<file path="src/rtl/pipe_hazard_ctrl.sv">
// Hazard/sequencing controller for the 5-stage miniRV pipeline: stalls,
// flushes and EX forwarding selects; handles load-use, taken branches,
// data-RAM wait states and the ebreak drain-and-halt sequence.
// Ports: clk_i/rst_n_i (async active-low); ID/EX/MEM/WB hazard inputs;
// ram_busy_i; pc/if_id/ex_mem/mem_wb stall and if_id/id_ex flush outputs;
// fwd_a_o/fwd_b_o (00 rf, 01 EX/MEM, 10 MEM/WB); halted_o.
// Optional: define PIPE_PERF_CNT_EN to add perf_cyc_o, perf_stall_o and
// perf_flush_o saturating 32-bit counters.
module pipe_hazard_ctrl #(
  parameter int unsigned DRAIN_CYCLES = 3,
  parameter logic [1:0]  LOAD_WSEL    = 2'b01
) (
  input  logic       clk_i,
  input  logic       rst_n_i,
  input  logic [4:0] id_rs1_i,
  input  logic [4:0] id_rs2_i,
  input  logic       id_rs1_use_i,
  input  logic       id_rs2_use_i,
  input  logic       id_halt_i,
  input  logic [4:0] ex_rs1_i,
  input  logic [4:0] ex_rs2_i,
  input  logic [4:0] ex_wR_i,
  input  logic       ex_rf_we_i,
  input  logic [1:0] ex_rf_wsel_i,
  input  logic       ex_br_taken_i,
  input  logic [4:0] mem_wR_i,
  input  logic       mem_rf_we_i,
  input  logic [1:0] mem_rf_wsel_i,
  input  logic [4:0] wb_wR_i,
  input  logic       wb_rf_we_i,
  input  logic       ram_busy_i,
  output logic       pc_stall_o,
  output logic       if_id_stall_o,
  output logic       if_id_flush_o,
  output logic       id_ex_flush_o,
  output logic       ex_mem_stall_o,
  output logic       mem_wb_stall_o,
  output logic [1:0] fwd_a_o,
  output logic [1:0] fwd_b_o,
  output logic       halted_o
`ifdef PIPE_PERF_CNT_EN
  ,
  output logic [31:0] perf_cyc_o,
  output logic [31:0] perf_stall_o,
  output logic [31:0] perf_flush_o
`endif
);

  localparam int unsigned CW = (DRAIN_CYCLES > 1) ? $clog2(DRAIN_CYCLES) : 1;
  localparam logic [CW-1:0] CNT_LAST = CW'(DRAIN_CYCLES - 1);

  typedef enum logic [1:0] {
    S_RUN      = 2'd0,
    S_MEM_WAIT = 2'd1,
    S_DRAIN    = 2'd2,
    S_HALT     = 2'd3
  } state_t;

  state_t        r_state, w_nstate;
  logic [CW-1:0] r_cnt, w_ncnt;

  logic w_pc_stall, w_if_id_stall, w_if_id_flush;
  logic w_id_ex_flush, w_ex_mem_stall, w_mem_wb_stall;
  logic w_load_use;

  // Loads are not forwarded from EX/MEM: their data only exists after MEM.
  function automatic logic [1:0] fwd_sel(input logic [4:0] rs);
    if (mem_rf_we_i && mem_wR_i != 5'd0 && mem_wR_i == rs &&
        mem_rf_wsel_i != LOAD_WSEL)
      return 2'b01;
    else if (wb_rf_we_i && wb_wR_i != 5'd0 && wb_wR_i == rs)
      return 2'b10;
    else
      return 2'b00;
  endfunction

  assign fwd_a_o = fwd_sel(ex_rs1_i);
  assign fwd_b_o = fwd_sel(ex_rs2_i);

  assign w_load_use = ex_rf_we_i && ex_rf_wsel_i == LOAD_WSEL &&
                      ex_wR_i != 5'd0 &&
                      ((id_rs1_use_i && id_rs1_i == ex_wR_i) ||
                       (id_rs2_use_i && id_rs2_i == ex_wR_i));

  always_comb begin
    w_nstate       = r_state;
    w_ncnt         = r_cnt;
    w_pc_stall     = 1'b0;
    w_if_id_stall  = 1'b0;
    w_if_id_flush  = 1'b0;
    w_id_ex_flush  = 1'b0;
    w_ex_mem_stall = 1'b0;
    w_mem_wb_stall = 1'b0;
    unique case (r_state)
      // MEM_WAIT releases into exactly the RUN decision, so both share it.
      S_RUN, S_MEM_WAIT: begin
        w_nstate = S_RUN;
        if (ram_busy_i) begin
          w_pc_stall     = 1'b1;
          w_if_id_stall  = 1'b1;
          w_ex_mem_stall = 1'b1;
          w_mem_wb_stall = 1'b1;
          w_nstate       = S_MEM_WAIT;
        end else if (ex_br_taken_i) begin
          w_if_id_flush = 1'b1;
          w_id_ex_flush = 1'b1;
        end else if (id_halt_i) begin
          w_pc_stall    = 1'b1;
          w_if_id_stall = 1'b1;
          w_id_ex_flush = 1'b1;
          w_ncnt        = '0;
          w_nstate      = S_DRAIN;
        end else if (w_load_use) begin
          w_pc_stall    = 1'b1;
          w_if_id_stall = 1'b1;
          w_id_ex_flush = 1'b1;
        end
      end
      S_DRAIN: begin
        w_pc_stall    = 1'b1;
        w_if_id_stall = 1'b1;
        w_id_ex_flush = 1'b1;
        if (ram_busy_i) begin
          w_ex_mem_stall = 1'b1;
          w_mem_wb_stall = 1'b1;
        end else if (r_cnt == CNT_LAST) begin
          w_nstate = S_HALT;
        end else begin
          w_ncnt = r_cnt + 1'b1;
        end
      end
      S_HALT: begin
        w_pc_stall    = 1'b1;
        w_if_id_stall = 1'b1;
        w_id_ex_flush = 1'b1;
      end
      default: w_nstate = S_RUN;
    endcase
  end

  always_ff @(posedge clk_i or negedge rst_n_i) begin
    if (!rst_n_i) begin
      r_state <= S_RUN;
      r_cnt   <= '0;
    end else begin
      r_state <= w_nstate;
      r_cnt   <= w_ncnt;
    end
  end

  assign pc_stall_o     = w_pc_stall;
  assign if_id_stall_o  = w_if_id_stall;
  assign if_id_flush_o  = w_if_id_flush;
  assign id_ex_flush_o  = w_id_ex_flush;
  assign ex_mem_stall_o = w_ex_mem_stall;
  assign mem_wb_stall_o = w_mem_wb_stall;
  assign halted_o       = (r_state == S_HALT);

`ifdef PIPE_PERF_CNT_EN
  logic [31:0] r_perf_cyc, r_perf_stall, r_perf_flush;
  logic        w_run_like;

  assign w_run_like = (r_state == S_RUN) || (r_state == S_MEM_WAIT);

  always_ff @(posedge clk_i or negedge rst_n_i) begin
    if (!rst_n_i) begin
      r_perf_cyc   <= '0;
      r_perf_stall <= '0;
      r_perf_flush <= '0;
    end else begin
      if (r_state != S_HALT && r_perf_cyc != 32'hFFFF_FFFF)
        r_perf_cyc <= r_perf_cyc + 32'd1;
      if (w_run_like && w_pc_stall && r_perf_stall != 32'hFFFF_FFFF)
        r_perf_stall <= r_perf_stall + 32'd1;
      if (w_if_id_flush && r_perf_flush != 32'hFFFF_FFFF)
        r_perf_flush <= r_perf_flush + 32'd1;
    end
  end

  assign perf_cyc_o   = r_perf_cyc;
  assign perf_stall_o = r_perf_stall;
  assign perf_flush_o = r_perf_flush;
`endif

endmodule

</file>
<file path="config.mk">
export PLATFORM = sky130hd
export DESIGN_NAME = pipe_hazard_ctrl
export DESIGN_NICKNAME = d
export VERILOG_FILES = /design/src/rtl/pipe_hazard_ctrl.sv
export SDC_FILE = /design/constraint.sdc
export NUM_CORES = 1
export LEC_CHECK = 0
export CAP_MARGIN = 0
export CORE_UTILIZATION = 29
export CTS_BUF_LIST = sky130_fd_sc_hd__clkbuf_4
export DETAILED_ROUTE_END_ITERATION = 10
export PLACE_DENSITY = 0.79
export REMOVE_ABC_BUFFERS = 1
export SKIP_LAST_GASP = 1
export SLEW_MARGIN = 5
export SYNTH_ARGS = -nofsm -noshare
export SYNTH_HDL_FRONTEND = slang
export SYNTH_SLANG_ARGS = --single-unit
export TNS_END_PERCENT = 100
</file>
<file path="constraint.sdc">
create_clock -name clk_i -period 1.62 [get_ports clk_i]
set_input_delay 0.243 -clock clk_i [delete_from_list [all_inputs] [get_ports clk_i]]
set_output_delay 0.243 -clock clk_i [all_outputs]
set_load 0.01 [all_outputs]
</file>
Word-level counts from Yosys, hierarchy flattened. Index checks and enable logic that the tools add are counted.

Register bits after elaboration: 4. Output and inout port bits: 11.

Add/sub/neg operators: 1. Eq/ne operators: 18. Mux-type cells: 29. Reductions and logical operators: 24.

Operator list (count): == test 5 bit (6); 2-to-1 mux 2 bit (14); nonzero test 5 bit (3); logical AND 1 bit (13); inequality test 2 bit, second input constant (6); 2-to-1 mux 1 bit (11); case mux 2 bit (2 select lines) (2); == test 2 bit, second input constant (3); AND reduction 6 bit (1); == test 2 x 1 -> 1 bit, second input constant (2); case mux 1 bit (2 select lines) (2); OR reduction 2 bit (2); AND reduction 3 bit (1); OR reduction 3 bit (1); adder 2 x 1 -> 2 bit, second input constant (1); zero test 2 bit (1); inequality test 2 x 1 -> 1 bit, second input constant (1); nonzero test 2 bit (1); logical OR 1 bit (1).

Depth between registers and ports, before layout. Gate-level depths: netlist (run 1).

Depth in word-level cells: 9. Depth in mapped cells: 6. Mapped depth without buffers: 6.

Worst setup path after synthesis (run 1). No wires, ideal clock.

Path type: input to output. From: input port mem_wR_i[1]. To: output port fwd_a_o[1]. Arrival time: 1.436 ns. Slack: -0.059 ns. Stages on the path: 4. Path buffers: 0. Cell sequence: or4_4 o221ai_2 nor4_1 nor4_2.

Cells in the longest elaborated chain, start to end: 5.

RTL lines: start: declaration (line 26) `input logic [4:0] mem_wR_i,`; nonzero test 5 bit (line 68) `if (mem_rf_we_i && mem_wR_i != 5'd0 && mem_wR_i == rs &&`; logical AND 1 bit (line 68); logical AND 1 bit (*) (2 in series) (line 68); 2-to-1 mux 2 bit (*) (line 68); end: declaration (line 38) `output logic [1:0] fwd_a_o,`.

Every way passes the cells marked *; elsewhere a longest branch is shown, timed or not.

Worst setup path after layout (run 1). Ends and elaborated chain as after synthesis.

==> results of run 1 <==
## flip-flops by register name (all words and copies together), names as in the netlist
| register | flops |
|---|---|
| r_cnt | 2 |
| r_state | 2 |
## synth_stat cells, drive strengths merged
cell type   n  area share
nor2b       1      0.0094
dfrtp       4        0.15
o31ai       1       0.011
a21o        1       0.011
inv         4       0.023
nor3        2       0.015
a2bb2oi     1       0.013
ha          1       0.019
a21oi       2       0.015
o2111ai     1       0.013
nand2       2       0.011
or4         5       0.062
xor2       22        0.29
nor4        6       0.075
o21ai       3       0.023
and2        3       0.028
nand3       2       0.015
a32oi       1       0.013
xnor2       8        0.11
or4b        1       0.015
buf         2       0.023
o221ai      1       0.023
nor2        2       0.011
a21boi      2       0.023
## cell type report
class,instances,area share
multi-input combinational,68,0.456
clock buffer,3,0.0140
inverter,4,0.00932
sequential,4,0.0622
tap,27,0.0210
timing repair buffer,88,0.437
## worst max-delay path: stages
cell and delay (ps):
buf_6 90, or4_4 540, o221ai_4 230, buf_4 170, nor4_4 40, nor4_2 130, buf_2 170
## metrics by stage
step	setup TNS [ps]	hold slack [ps]	worst slack [ps]	cell area [µm²]	utilization
after detailed placement	-7720	458	-1000	1470	0.712
after global routing	-1080	200	-270	1610	0.781
after CTS	-722	200	-265	1540	0.749
after global placement	-7250	453	-931	1470	0.712
final	-804	202	-226	1610	0.781
after floorplan	-118	-52.6	-59.1	648	-
## worst max-delay path by stage
stage | slack [ps] | depth (start not counted) | start | end
2_1_floorplan | -60 | 4 | mem_wR_i[1] | fwd_a_o[1]
3_3_place_gp | -930 | 6 | mem_wR_i[1] | fwd_b_o[1]
3_5_place_dp | -1000 | 6 | mem_wR_i[1] | fwd_b_o[1]
4_1_cts | -260 | 5 | ex_rs2_i[0] | fwd_b_o[1]
5_1_grt | -270 | 6 | mem_wR_i[1] | fwd_b_o[1]
6_report | -230 | 7 | mem_wR_i[1] | fwd_a_o[1]
## logic make-up (layout without fill, tap and decap cells)
logic type,count (synthesis),after routing,synth area share
xor gates and xnor gates,30,30,0.396
and+or+nand+nor,24,24,0.243
AOI/OAI and AO/OA,13,13,0.145
buffers and inverters,6,95,0.0453
DFF,4,4,0.151
adders and majority gates,1,1,0.0189
## layer usage
metal / vias up / GRT usage
li1: 459 / -
met1: 442 / 0.229
met2: 54 / 0.482
met3: 4 / 0.0463
met4: 0 / 0.100
met5: - / 0
## timing repair
item | in CTS | in global routing
endpoints found under the hold margin | 0 | 0
pin swaps | 21 | 21
buffers inserted | 1 | 2
resized for setup | 159 | 33
endpoints found under the setup margin | 12 | 8
cloned | 0 | 0
## power groups by stage
| stage | Combinational [mW] | Sequential [mW] | Clock [mW] |
|---|---|---|---|
| 2_1_floorplan | 0.130 | 0.144 | 0 |
| 3_3_place_gp | 0.379 | 0.144 | 0 |
| 5_1_grt | 0.473 | 0.148 | 0.142 |
| 3_5_place_dp | 0.395 | 0.146 | 0 |
| 6_report | 0.440 | 0.146 | 0.126 |
| 4_1_cts | 0.413 | 0.146 | 0.132 |
==> flow_summary.json, run 1 <==
{
  "status": "finished with violations",
  "failed_checks": "setup timing",
  "ys_warn_count": 0,
  "fp.dieW_um": 49.8,
  "dp_hpwl_um": 2260,
  "die_h_um": 49.8,
  "ctsLongestPathBuffers": 2,
  "fmax_mhz": 542,
  "crit_required_ps": 1380,
  "area_growth_pct": 143,
  "boundaryPins": 60,
  "drt_wl_total_um": 3100,
  "place_inst": 188,
  "final-seq-area_um2": 100,
  "power_switching_mw": 0.256,
  "placementRows": 16,
  "rrSetupSlack_ps": 110,
  "wl_per_cell_um": 16.0,
  "final_max_slew_viol_count": 0,
  "place.gp.congestion": 0.857,
  "met2_length_um": 1680,
  "vias": 959,
  "fin_skew_ps": 3.73,
  "synth_area_per_cell_um2": 8.50,
  "multi_input_area_um2": 734,
  "final_layout_size_suffix_gt1_frac": 0.563,
  "relSlewSlack": 0.797,
  "cts_tree": "done",
  "port_buffers": 59,
  "clockRootBuffer": "clkbuf_4",
  "met3_wirelength_um": 190,
  "worstRegToRegCells": 6,
  "leakage_nw": 0.755,
  "cap_violations": 0,
  "synth-seq-cells": 4,
  "grt_pass1_wl_um": 4480,
  "m1WireLength_um": 1190,
  "grt_overflow_total": 0,
  "fillCellCount": 149,
  "core_area_um2": 2060,
  "clkPwrFrac": 0.177,
  "p_sw_frac": 0.359,
  "drc": 0,
  "nNetsFinal": 219,
  "cts_buffers": 3,
  "final_cell_mix": "buf_4, xor2_1, buf_2",
  "cts.htree.levels": 1,
  "dieArea_um2": 2480,
  "diodes": 0,
  "worstSetupPathType": "in -> out",
  "seq_power_share": 0.205,
  "synth-seq-area-share": 0.151,
  "post_synth_num_cell_types": 27,
  "crit_arrival_ps": 1600,
  "final_common_cell": "buf_4",
  "grt_pass1_vias": 1066,
  "drt_iter0_markers": 7,
  "grtUsageTotal": 0.239,
  "final-hold-violation-count": 0,
  "finalPower_mw": 0.712,
  "hp-class": "in -> async",
  "fin_cells": 194,
  "grt_max_degree": 6,
  "setup_slack_ps": -226,
  "path_max_fanout": 2,
  "topRoutingLayerUsed": "met4",
  "startpoint_type": "input pin",
  "clk_pin_slew_ps": 40,
  "vdd_drop_max_mv": 0.645,
  "rsz0062_at_grt": "true",
  "ant_nets": 0,
  "comb_power_share": 0.618,
  "p_per_area_nw_per_um2": 442,
  "hold_buffers": 0,
  "clkLatencyLatePin_ps": 240,
  "intPower_mw": 0.456,
  "reg2reg_to": "r_cnt[1]",
  "syn_area_um2": 663,
  "antenna_found_initial": 0,
  "post-route-min-period_ps": 1850,
  "finalCritPeriodShare": 1.14,
  "synthesis.instances": 78,
  "initial_core_util": 0.322,
  "dr.pass1.iters": 4,
  "r2r_start": "r_cnt[0]",
  "crit_path_end_kind": "primary output",
  "cts_sinks": 4,
  "tightestPinTransition_ps": 302,
  "via_per_inst": 4.94,
  "setup_viol": 7
}
Power figures use the tool's default switching activity.
==> run 2: changes to the inputs <==
- CELL_PAD_IN_SITES_DETAIL_PLACEMENT: unset -> 2
- CELL_PAD_IN_SITES_GLOBAL_PLACEMENT: unset -> 2
- CORE_UTILIZATION: 29 -> 14
- PLACE_DENSITY: 0.79 -> unset
- PLACE_DENSITY_LB_ADDON: unset -> 0.1
- TNS_END_PERCENT: 100 -> 50
==> flow_summary.json, run 2 (synthesis gave the netlist of run 1 again) <==
{
  "status": "finished with violations",
  "failed_checks": "setup timing",
  "die_h_um": 70.8,
  "post_dp_cell_area_um2": 1500,
  "clkPwrFrac": 0.174,
  "drc": 0,
  "p_sw_frac": 0.350,
  "clk_pin_slew_ps": 40,
  "core_area_um2": 4440,
  "cts.htree.levels": 1,
  "fin_skew_ps": 5.82,
  "grt_pass1_vias": 1152,
  "finalPower_mw": 0.708,
  "dp_hpwl_um": 2740,
  "rrSetupSlack_ps": -80,
  "hold_buffers": 0,
  "final-hold-violation-count": 0,
  "relSlewSlack": 0.789,
  "cts_sinks": 4,
  "finalCritPeriodShare": 1.18,
  "diodes": 0,
  "setup_slack_ps": -285,
  "via_per_inst": 4.28,
  "dr.pass1.iters": 6,
  "grt_max_degree": 7,
  "seq_power_share": 0.207,
  "grt_pass1_wl_um": 5200,
  "crit_arrival_ps": 1660,
  "placementRows": 24,
  "drt_wl_total_um": 3310,
  "clkLatencyLatePin_ps": 240,
  "drt_iter0_markers": 12,
  "post-route-min-period_ps": 1900,
  "clockRootBuffer": "clkbuf_4",
  "grtUsageMet1": 0.132,
  "port_buffers": 59,
  "antenna_found_initial": 0,
  "area_growth_pct": 155,
  "top_usage_layer": "met2",
  "finalInstanceArea_um2": 1690,
  "final_cell_mix": "buf_4, xor2_1, clkdlybuf4s50_1",
  "hp-class": "in -> async",
  "setup_viol": 10,
  "intPower_mw": 0.460,
  "place.gp.congestion": 0.828,
  "startpoint_type": "input pin",
  "final_common_cell": "buf_4",
  "top_regs": "r_cnt (2), r_state (2)",
  "initial_core_util": 0.149,
  "nNetsFinal": 223,
  "leakage_nw": 0.765,
  "ant_nets": 0,
  "grt_overflow_total": 0,
  "fillCellCount": 501,
  "met2_usage": 0.283,
  "reg2reg_to": "r_cnt[0]",
  "vdd_drop_max_mv": 0.313,
  "final_layout_size_suffix_gt1_frac": 0.491,
  "worstSetupPathType": "in -> out",
  "ctsLongestPathBuffers": 2,
  "worstRegToRegCells": 5,
  "fp.dieW_um": 70.8,
  "dieArea_um2": 5020,
  "cap_violations": 0,
  "crit_path_end_kind": "primary output",
  "crit_required_ps": 1380,
  "boundaryPins": 60,
  "power_switching_mw": 0.248,
  "tightestPinTransition_ps": 314,
  "vias": 955,
  "cts_buffers": 3,
  "final_max_slew_viol_count": 0,
  "path_max_fanout": 3,
  "r2r_start": "r_cnt[1]",
  "fmax_mhz": 525,
  "cts_tree": "done",
  "comb_power_share": 0.619,
  "grt_use_met3": 0.0142,
  "rsz0062_at_grt": "true",
  "wl_per_cell_um": 14.8,
  "p_per_area_nw_per_um2": 418,
  "grtUsageTotal": 0.132
}
[run 2: power groups by stage]
| stage | clock (mW) | sequential, mW | combinational (mW) |
|---|---|---|---|
| finish | 0.123 | 0.147 | 0.438 |
| detailed placement | 0 | 0.147 | 0.406 |
| global route | 0.140 | 0.148 | 0.476 |
| global placement | 0 | 0.144 | 0.390 |
| floorplan | 0 | 0.144 | 0.130 |
| CTS | 0.133 | 0.146 | 0.429 |
[run 2: routing by layer]
layer	routed length (µm)	share of wire	vias up
met5	0	0	-
met4	0	0	0
met3	161	0.049	0
met2	1990	0.60	38
met1	1160	0.35	451
li1	-	-	466
[run 2: area by class of cell]
cell class              instances  area [µm²]  area share
flip-flops and latches          4         101      0.0599
repair buffers                 92         791       0.467
clock buffers                   3        22.5      0.0133
well taps                      52        65.1      0.0385
multi-input cells              68         697       0.412
inverters                       4        15.0     0.00888
[run 2: what timing repair did]
item                                   4_1_cts  5_1_grt
setup endpoints to repair                   13       13
endpoints found under the hold margin        0        0
gates resized for setup                    146       16
buffers inserted                             3        5
pin swaps                                   19        6
[run 2: per-stage QoR]
| step | utilization | hold slack [ps] | setup WS [ps] | instances | TNS (ps) |
|---|---|---|---|---|---|
| after global routing | 0.381 | 218 | -330 | 223 | -1890 |
| after floorplan | - | -52.6 | -59.1 | 76 | -118 |
| final | 0.381 | 209 | -285 | 223 | -1160 |
| after global placement | 0.337 | 458 | -946 | 213 | -7540 |
| after CTS | 0.364 | 206 | -273 | 219 | -1780 |
| after detailed placement | 0.337 | 465 | -1020 | 213 | -8010 |
[run 2: critical path: stages]
cell and delay (ps):
clkdlybuf4s15_2 220, xor2_1 150, or4_4 560, nor4_4 300, buf_2 170
[run 2: worst max path at each step]
stage / start / to / cells past startpoint
floorplan: mem_wR_i[1] / fwd_a_o[1] / 4
CTS: wb_wR_i[3] / fwd_a_o[1] / 6
finish: wb_wR_i[0] / fwd_a_o[1] / 5
global placement: mem_wR_i[1] / fwd_b_o[1] / 6
detailed placement: mem_wR_i[1] / fwd_a_o[1] / 6
global route: wb_wR_i[0] / fwd_a_o[1] / 5
